$ cat src/rtl/dsp_fir_tap_sequencer_if.sv
// Sample stream, result stream and DSP port bundle of the FIR tap sequencer.
// Signal suffixes are relative to the sequencer: the sequencer uses the slave
// modport and the environment (source, sink, DSP) uses the master modport.
interface dsp_fir_tap_sequencer_if #(
  parameter int unsigned ZW = 19
);
  logic [8:0]    s_data_i;
  logic          s_valid_i;
  logic          s_ready_o;
  logic          flush_i;
  logic [ZW-1:0] m_data_o;
  logic          m_valid_o;
  logic          m_ready_i;
  logic          busy_o;
  logic [9:0]    dsp_a_o;
  logic [8:0]    dsp_b_o;
  logic [2:0]    dsp_feedback_o;
  logic          dsp_load_acc_o;
  logic [ZW-1:0] dsp_z_i;

  modport slave (
    input  s_data_i, s_valid_i, flush_i, m_ready_i, dsp_z_i,
    output s_ready_o, m_data_o, m_valid_o, busy_o,
    output dsp_a_o, dsp_b_o, dsp_feedback_o, dsp_load_acc_o
  );

  modport master (
    output s_data_i, s_valid_i, flush_i, m_ready_i, dsp_z_i,
    input  s_ready_o, m_data_o, m_valid_o, busy_o,
    input  dsp_a_o, dsp_b_o, dsp_feedback_o, dsp_load_acc_o
  );
endinterface

$ cat src/rtl/dsp_fir_tap_sequencer.sv
// Time-multiplexes one external multiply-accumulate DSP across NTAPS FIR taps.
// Each accepted sample shifts the delay line, issues NTAPS coefficient x sample
// ops (first op clears the accumulator), waits out the DSP latency and holds
// the captured sum on the result port until it is consumed.
module dsp_fir_tap_sequencer #(
  parameter int unsigned         NTAPS       = 4,
  parameter logic [10*NTAPS-1:0] COEFF       = {10'h044, 10'h033, 10'h022, 10'h011},
  parameter int unsigned         DSP_LATENCY = 1,
  parameter int unsigned         ZW          = 19
) (
  input logic                    clock_i,
  input logic                    reset_n_i,
  dsp_fir_tap_sequencer_if.slave bus
);
  localparam int unsigned TW = (NTAPS > 1) ? $clog2(NTAPS) : 1;
  localparam int unsigned WW = 2;
  localparam int unsigned SW = 9;
  localparam int unsigned CW = 10;
  localparam int unsigned FW = 3;

  typedef enum logic [1:0] {
    S_IDLE = 2'd0,
    S_RUN  = 2'd1,
    S_WAIT = 2'd2,
    S_HOLD = 2'd3
  } state_e;

  state_e          state_q, state_d;
  logic [TW-1:0]   tap_q, tap_d;
  logic [WW-1:0]   wait_q, wait_d;
  logic [SW-1:0]   dline_q [NTAPS];
  logic [SW-1:0]   dline_d [NTAPS];
  logic            s_ready_q, s_ready_d;
  logic            busy_q, busy_d;
  logic [ZW-1:0]   m_data_q, m_data_d;
  logic            m_valid_q, m_valid_d;
  logic [CW-1:0]   dsp_a_q, dsp_a_d;
  logic [SW-1:0]   dsp_b_q, dsp_b_d;
  logic [FW-1:0]   dsp_fb_q, dsp_fb_d;
  logic            dsp_load_q, dsp_load_d;

  // State, delay line and registered outputs; synchronous active-low reset
  always_ff @(posedge clock_i) begin
    if (!reset_n_i) begin
      state_q    <= S_IDLE;
      tap_q      <= '0;
      wait_q     <= '0;
      dline_q    <= '{default: '0};
      s_ready_q  <= 1'b0;
      busy_q     <= 1'b0;
      m_data_q   <= '0;
      m_valid_q  <= 1'b0;
      dsp_a_q    <= '0;
      dsp_b_q    <= '0;
      dsp_fb_q   <= '0;
      dsp_load_q <= 1'b0;
    end else begin
      state_q    <= state_d;
      tap_q      <= tap_d;
      wait_q     <= wait_d;
      dline_q    <= dline_d;
      s_ready_q  <= s_ready_d;
      busy_q     <= busy_d;
      m_data_q   <= m_data_d;
      m_valid_q  <= m_valid_d;
      dsp_a_q    <= dsp_a_d;
      dsp_b_q    <= dsp_b_d;
      dsp_fb_q   <= dsp_fb_d;
      dsp_load_q <= dsp_load_d;
    end
  end

  // Next state, delay-line update and next values of every registered output
  always_comb begin
    state_d    = state_q;
    tap_d      = tap_q;
    wait_d     = wait_q;
    dline_d    = dline_q;
    s_ready_d  = 1'b0;
    busy_d     = 1'b0;
    m_data_d   = m_data_q;
    m_valid_d  = m_valid_q;
    dsp_a_d    = '0;
    dsp_b_d    = '0;
    dsp_fb_d   = '0;
    dsp_load_d = 1'b0;

    case (state_q)
      S_IDLE: begin
        // flush takes priority over a simultaneous sample
        if (bus.flush_i) begin
          dline_d = '{default: '0};
        end else if (bus.s_valid_i && s_ready_q) begin
          dline_d[0] = bus.s_data_i;
          for (int k = 1; k < NTAPS; k++) begin
            dline_d[k] = dline_q[k-1];
          end
          tap_d   = '0;
          state_d = S_RUN;
        end
      end
      S_RUN: begin
        dsp_a_d    = COEFF[CW*32'(tap_q) +: CW];
        dsp_b_d    = dline_q[tap_q];
        dsp_load_d = 1'b1;
        dsp_fb_d   = (tap_q == '0) ? FW'(1) : FW'(0);
        if (tap_q == TW'(NTAPS - 1)) begin
          wait_d  = WW'(DSP_LATENCY);
          state_d = S_WAIT;
        end else begin
          tap_d = tap_q + 1'b1;
        end
      end
      S_WAIT: begin
        if (wait_q == '0) begin
          m_data_d  = bus.dsp_z_i;
          m_valid_d = 1'b1;
          state_d   = S_HOLD;
        end else begin
          wait_d = wait_q - 1'b1;
        end
      end
      S_HOLD: begin
        if (bus.m_ready_i) begin
          m_valid_d = 1'b0;
          state_d   = S_IDLE;
        end
      end
      default: state_d = S_IDLE;
    endcase

    // ready only while idle, and dropped for the cycle after a flush
    s_ready_d = (state_d == S_IDLE) && !((state_q == S_IDLE) && bus.flush_i);
    busy_d    = (state_d != S_IDLE);
  end

  assign bus.s_ready_o      = s_ready_q;
  assign bus.busy_o         = busy_q;
  assign bus.m_data_o       = m_data_q;
  assign bus.m_valid_o      = m_valid_q;
  assign bus.dsp_a_o        = dsp_a_q;
  assign bus.dsp_b_o        = dsp_b_q;
  assign bus.dsp_feedback_o = dsp_fb_q;
  assign bus.dsp_load_acc_o = dsp_load_q;
endmodule

$ cat src/flat_wrapper.sv
// flat-port wrapper written by rule: the top's interface ports become plain ports
module dsp_fir_tap_sequencer_flat 
#(
  parameter int unsigned         NTAPS       = 4,
  parameter logic [10*NTAPS-1:0] COEFF       = {10'h044, 10'h033, 10'h022, 10'h011},
  parameter int unsigned         DSP_LATENCY = 1,
  parameter int unsigned         ZW          = 19
)
  (clock_i, reset_n_i, bus_s_data_i, bus_s_valid_i, bus_flush_i, bus_m_ready_i, bus_dsp_z_i, bus_s_ready_o, bus_m_data_o, bus_m_valid_o, bus_busy_o, bus_dsp_a_o, bus_dsp_b_o, bus_dsp_feedback_o, bus_dsp_load_acc_o);
  dsp_fir_tap_sequencer_if #(.ZW(ZW)) bus_i ();
  input logic clock_i;
  input logic reset_n_i;
  input wire logic [$bits(bus_i.s_data_i)-1:0] bus_s_data_i;
  input wire logic [$bits(bus_i.s_valid_i)-1:0] bus_s_valid_i;
  input wire logic [$bits(bus_i.flush_i)-1:0] bus_flush_i;
  input wire logic [$bits(bus_i.m_ready_i)-1:0] bus_m_ready_i;
  input wire logic [$bits(bus_i.dsp_z_i)-1:0] bus_dsp_z_i;
  output wire logic [$bits(bus_i.s_ready_o)-1:0] bus_s_ready_o;
  output wire logic [$bits(bus_i.m_data_o)-1:0] bus_m_data_o;
  output wire logic [$bits(bus_i.m_valid_o)-1:0] bus_m_valid_o;
  output wire logic [$bits(bus_i.busy_o)-1:0] bus_busy_o;
  output wire logic [$bits(bus_i.dsp_a_o)-1:0] bus_dsp_a_o;
  output wire logic [$bits(bus_i.dsp_b_o)-1:0] bus_dsp_b_o;
  output wire logic [$bits(bus_i.dsp_feedback_o)-1:0] bus_dsp_feedback_o;
  output wire logic [$bits(bus_i.dsp_load_acc_o)-1:0] bus_dsp_load_acc_o;
  assign bus_i.s_data_i = bus_s_data_i;
  assign bus_i.s_valid_i = bus_s_valid_i;
  assign bus_i.flush_i = bus_flush_i;
  assign bus_i.m_ready_i = bus_m_ready_i;
  assign bus_i.dsp_z_i = bus_dsp_z_i;
  assign bus_s_ready_o = bus_i.s_ready_o;
  assign bus_m_data_o = bus_i.m_data_o;
  assign bus_m_valid_o = bus_i.m_valid_o;
  assign bus_busy_o = bus_i.busy_o;
  assign bus_dsp_a_o = bus_i.dsp_a_o;
  assign bus_dsp_b_o = bus_i.dsp_b_o;
  assign bus_dsp_feedback_o = bus_i.dsp_feedback_o;
  assign bus_dsp_load_acc_o = bus_i.dsp_load_acc_o;
  dsp_fir_tap_sequencer #(.NTAPS(NTAPS), .COEFF(COEFF), .DSP_LATENCY(DSP_LATENCY), .ZW(ZW)) u_core (.clock_i(clock_i), .reset_n_i(reset_n_i), .bus(bus_i));
endmodule
$ cat config.mk
export PLATFORM = sky130hd
export DESIGN_NAME = dsp_fir_tap_sequencer_flat
export DESIGN_NICKNAME = d
export VERILOG_FILES = /design/src/rtl/dsp_fir_tap_sequencer_if.sv /design/src/rtl/dsp_fir_tap_sequencer.sv /design/src/flat_wrapper.sv
export SDC_FILE = /design/constraint.sdc
export NUM_CORES = 1
export LEC_CHECK = 0
export BUFFER_PORTS_ARGS = -buffer_cell sky130_fd_sc_hd__buf_2
export CORE_MARGIN = 5
export CORE_UTILIZATION = 30
export CTS_BUF_LIST = sky130_fd_sc_hd__clkbuf_2 sky130_fd_sc_hd__clkbuf_4 sky130_fd_sc_hd__clkbuf_8
export CTS_CLUSTER_SIZE = 24
export DETAILED_ROUTE_END_ITERATION = 12
export SETUP_SLACK_MARGIN = 0.15
export SLEW_MARGIN = 20
export SYNTH_ARGS = -nofsm -noshare
export SYNTH_HDL_FRONTEND = slang
export SYNTH_SLANG_ARGS = --single-unit
$ cat constraint.sdc
create_clock -name clock_i -period 1.6 [get_ports clock_i]
set_input_delay 0.32 -clock clock_i [delete_from_list [all_inputs] [get_ports clock_i]]
set_output_delay 0.32 -clock clock_i [all_outputs]
set_load 0.02 [all_outputs]
==> flow_summary.json <==
{
  "power_density_nw_per_um2": 904,
  "fmax_mhz": 699,
  "vias_per_cell": 4.76,
  "cp.arrival_ns": 1.72,
  "port_buffers": 71,
  "finalNetCount": 446,
  "synth_top_area_share_pct": 49.1,
  "cp_max_fo": 3,
  "dr_wl_met3_um": 593,
  "ys.flop_type": "dfxtp_1",
  "drt-met1-wl_um": 3180,
  "post-route-min-period_ns": 1.43,
  "rsz0062_at_grt": "true",
  "finalSetupViolCount": 0,
  "die_area_sq_um": 12800,
  "start_util_pct": 30.8,
  "cts.sinks": 78,
  "drc_errors": 0,
  "synth_compound_area_share_pct": 15.7,
  "ff2ff_path_depth": 6,
  "grt_pass1_vias": 2518,
  "regToRegEndpoint": "u_core.bus.s_ready_o$_SDFF_PN0_",
  "rrSetupSlack_ns": 0.17,
  "grt_max_degree": 37,
  "cts.path.max_buffers": 2,
  "synth_edf_count": 0,
  "antennaDiodeCount": 0,
  "dr.pass1.iters": 5,
  "grtUsageTotal_pct": 11.4,
  "period_share_pct": 89.4,
  "avgSynthCellArea_sq_um": 9.73,
  "tns_ns": 0,
  "synth-xor-area-share_pct": 0,
  "netlist_area_sq_um": 3180,
  "hp-class": "in -> reg",
  "antenna_left": 0,
  "gp_congestion": 0.772,
  "synthAdderAreaFrac_pct": 3.54,
  "fp.dieW_um": 113,
  "startpoint": "u_core.state_q[1]$_SDFF_PN0_",
  "crit_required_ns": 1.89,
  "cts_tree": "built",
  "dpl.hpwl_um": 5020,
  "crit_path_end": "u_core.bus.s_ready_o$_SDFF_PN0_",
  "rows": 37,
  "die_y_um": 113,
  "synth_warnings": 0,
  "fin_hold_ws_ns": 0.210,
  "p_leak_nw": 1.64,
  "synth_cells": 327,
  "path_class": "reg -> reg",
  "critPathLaunchType": "register",
  "cap_violations": 0,
  "ys_seq_elements": 78,
  "drt-wirelength-per-cell_um": 13.3,
  "synth.most_common_cell": "dfxtp_1",
  "clkLatencyLatePin_ns": 0.34,
  "min_from": "bus_dsp_z_i[18]",
  "root_buffer": "clkbuf_8",
  "cts_buffers": 9,
  "yosys.area_share.simple_pct": 17.6,
  "wirelength_um": 7260,
  "cts_htree_levels": 3,
  "synth_top_family_by_area": "simple AND/OR/NAND/NOR gates",
  "core_area_sq_um": 10300,
  "drv_slew": 0,
  "seq_area_frac_synth_pct": 49.1,
  "layout-drive-gt1-share_pct": 33.3,
  "via_count": 2595,
  "skew_ns": 0.00801,
  "area_growth_pct": 24.7,
  "endpoint_kind": "register",
  "grt.overflow.total": 0,
  "r2r-start": "u_core.state_q[1]$_SDFF_PN0_",
  "wl_met2_um": 3330,
  "clk_pin_slew_worst_paths_ns": 0.08,
  "synth_common_cells": "dfxtp_1, nand2_1, nor2_1",
  "boundaryPins": 78,
  "ys_types": 41,
  "vdd_ir_drop_max_mv": 0.413,
  "top_layer": "met5",
  "antenna_found_initial": 1,
  "hold_viol": 0,
  "yosys.area.top_type": "dfxtp_1",
  "synth_area_leaders": "dfxtp_1, a22oi_1, nand2_1, nor2_1, mux4_2",
  "synthMuxAreaShare_pct": 6.72,
  "status": "finished, final reports clean",
  "drtIter0Drc": 139,
  "synthArstFlopShare_pct": 0,
  "grt_pass1_wl_um": 11900
}
==> per-layer routing <==
layer | vias up | GRT usage [%]
met4 | 2 | 4.97
met3 | 14 | 3.96
met2 | 86 | 18.0
met1 | 1217 | 14.0
met5 | - | 0
li1 | 1276 | -
==> final cells by class <==
type / count / area [sq um]
Fill cell: 1028 / 6350
Sequential cell: 78 / 1570
Multi-Input combinational cell: 215 / 1480
Timing Repair Buffer: 90 / 523
Tap cell: 136 / 170
Clock buffer: 12 / 165
Inverter: 10 / 37.5
Clock inverter: 4 / 30.0
==> through the flow <==
stage | total power [W] | setup slack [ns] | cells | util, % | instance area (sq um)
after floorplan | 0.00215 | 0.155 | 332 | - | 3200
after global placement | 0.00221 | 0.0805 | 523 | 35.5 | 3660
after detailed placement | 0.00222 | 0.0235 | 523 | 35.5 | 3660
after CTS | 0.00364 | 0.0991 | 545 | 37.9 | 3910
after global routing | 0.00374 | 0.106 | 545 | 38.4 | 3970
final | 0.00359 | 0.170 | 545 | 38.4 | 3970
==> worst max-delay path, stage by stage (launching register included) <==
cell	delay, ns
dfxtp_2	0.34
inv_1	0.09
ha_4	0.18
and4b_1	0.21
o21bai_1	0.16
o2bb2ai_2	0.17
o2111a_1	0.22
==> sequential cells by signal, indices dropped and copies added, names as in the netlist <==
name                       flops
u_core.dline_q                36
u_core.bus.m_data_o           19
u_core.bus.dsp_b_o             9
u_core.bus.dsp_a_o             3
u_core.state_q                 2
u_core.tap_q                   2
u_core.wait_q                  2
u_core.bus.busy_o              1
u_core.bus.dsp_feedback_o      1
u_core.bus.dsp_load_acc_o      1
u_core.bus.m_valid_o           1
u_core.bus.s_ready_o           1
==> layout by cell type (no fill, tap or decap), types with 2 or more instances in the layout <==
master / instances
mux4_2: 6
buf_2: 71
nand2b_1: 3
ha_1: 4
nor2_1: 44
a22oi_1: 36
clkbuf_8: 12
dfxtp_2: 4
inv_1: 7
nor3_1: 2
a21oi_1: 24
nand2_1: 45
inv_2: 3
mux4_1: 3
conb_1: 6
clkinv_4: 2
buf_4: 17
dfxtp_1: 74
nor2b_1: 9
buf_12: 2
and3_1: 3
ha_2: 3
ha_4: 2
o21bai_1: 2
nand4_1: 2
==> cells by family after synthesis <==
logic type | after synthesis
simple gates | 118
flops | 78
compound gates | 72
buf+inv | 40
mux | 9
fa+ha+maj | 9
other cells | 1
==> worst min-delay path by stage <==
| stage | endpoint | slack [ns] | cells past startpoint |
|---|---|---|---|
| final | u_core.bus.m_data_o[18]$_SDFFE_PN0N_ | 0.21 | 3 |
| after global routing | u_core.bus.m_data_o[18]$_SDFFE_PN0N_ | 0.20 | 3 |
| after CTS | u_core.bus.m_data_o[18]$_SDFFE_PN0N_ | 0.19 | 3 |
| after detailed placement | u_core.bus.m_data_o[11]$_SDFFE_PN0N_ | 0.44 | 2 |
| after global placement | u_core.bus.m_data_o[13]$_SDFFE_PN0N_ | 0.44 | 2 |
| after floorplan | u_core.wait_q[1]$_SDFFE_PN0P_ | 0.45 | 2 |
==> where the power goes <==
group          switching (W)  internal, W
Combinational       0.000139    0.0000876
Clock               0.000707     0.000694
Sequential        0.00000856      0.00195
Total               0.000854      0.00273
==> timing repair <==
item / 4_1_cts / 5_1_grt
setup endpoints to repair: 65 / 33
gates resized for setup: 5 / 12
gates cloned: 1 / 0
hold buffers: 0 / 0
pin swaps: 3 / 4
setup buffers: 5 / 0
(Power assumes the default switching activity.)
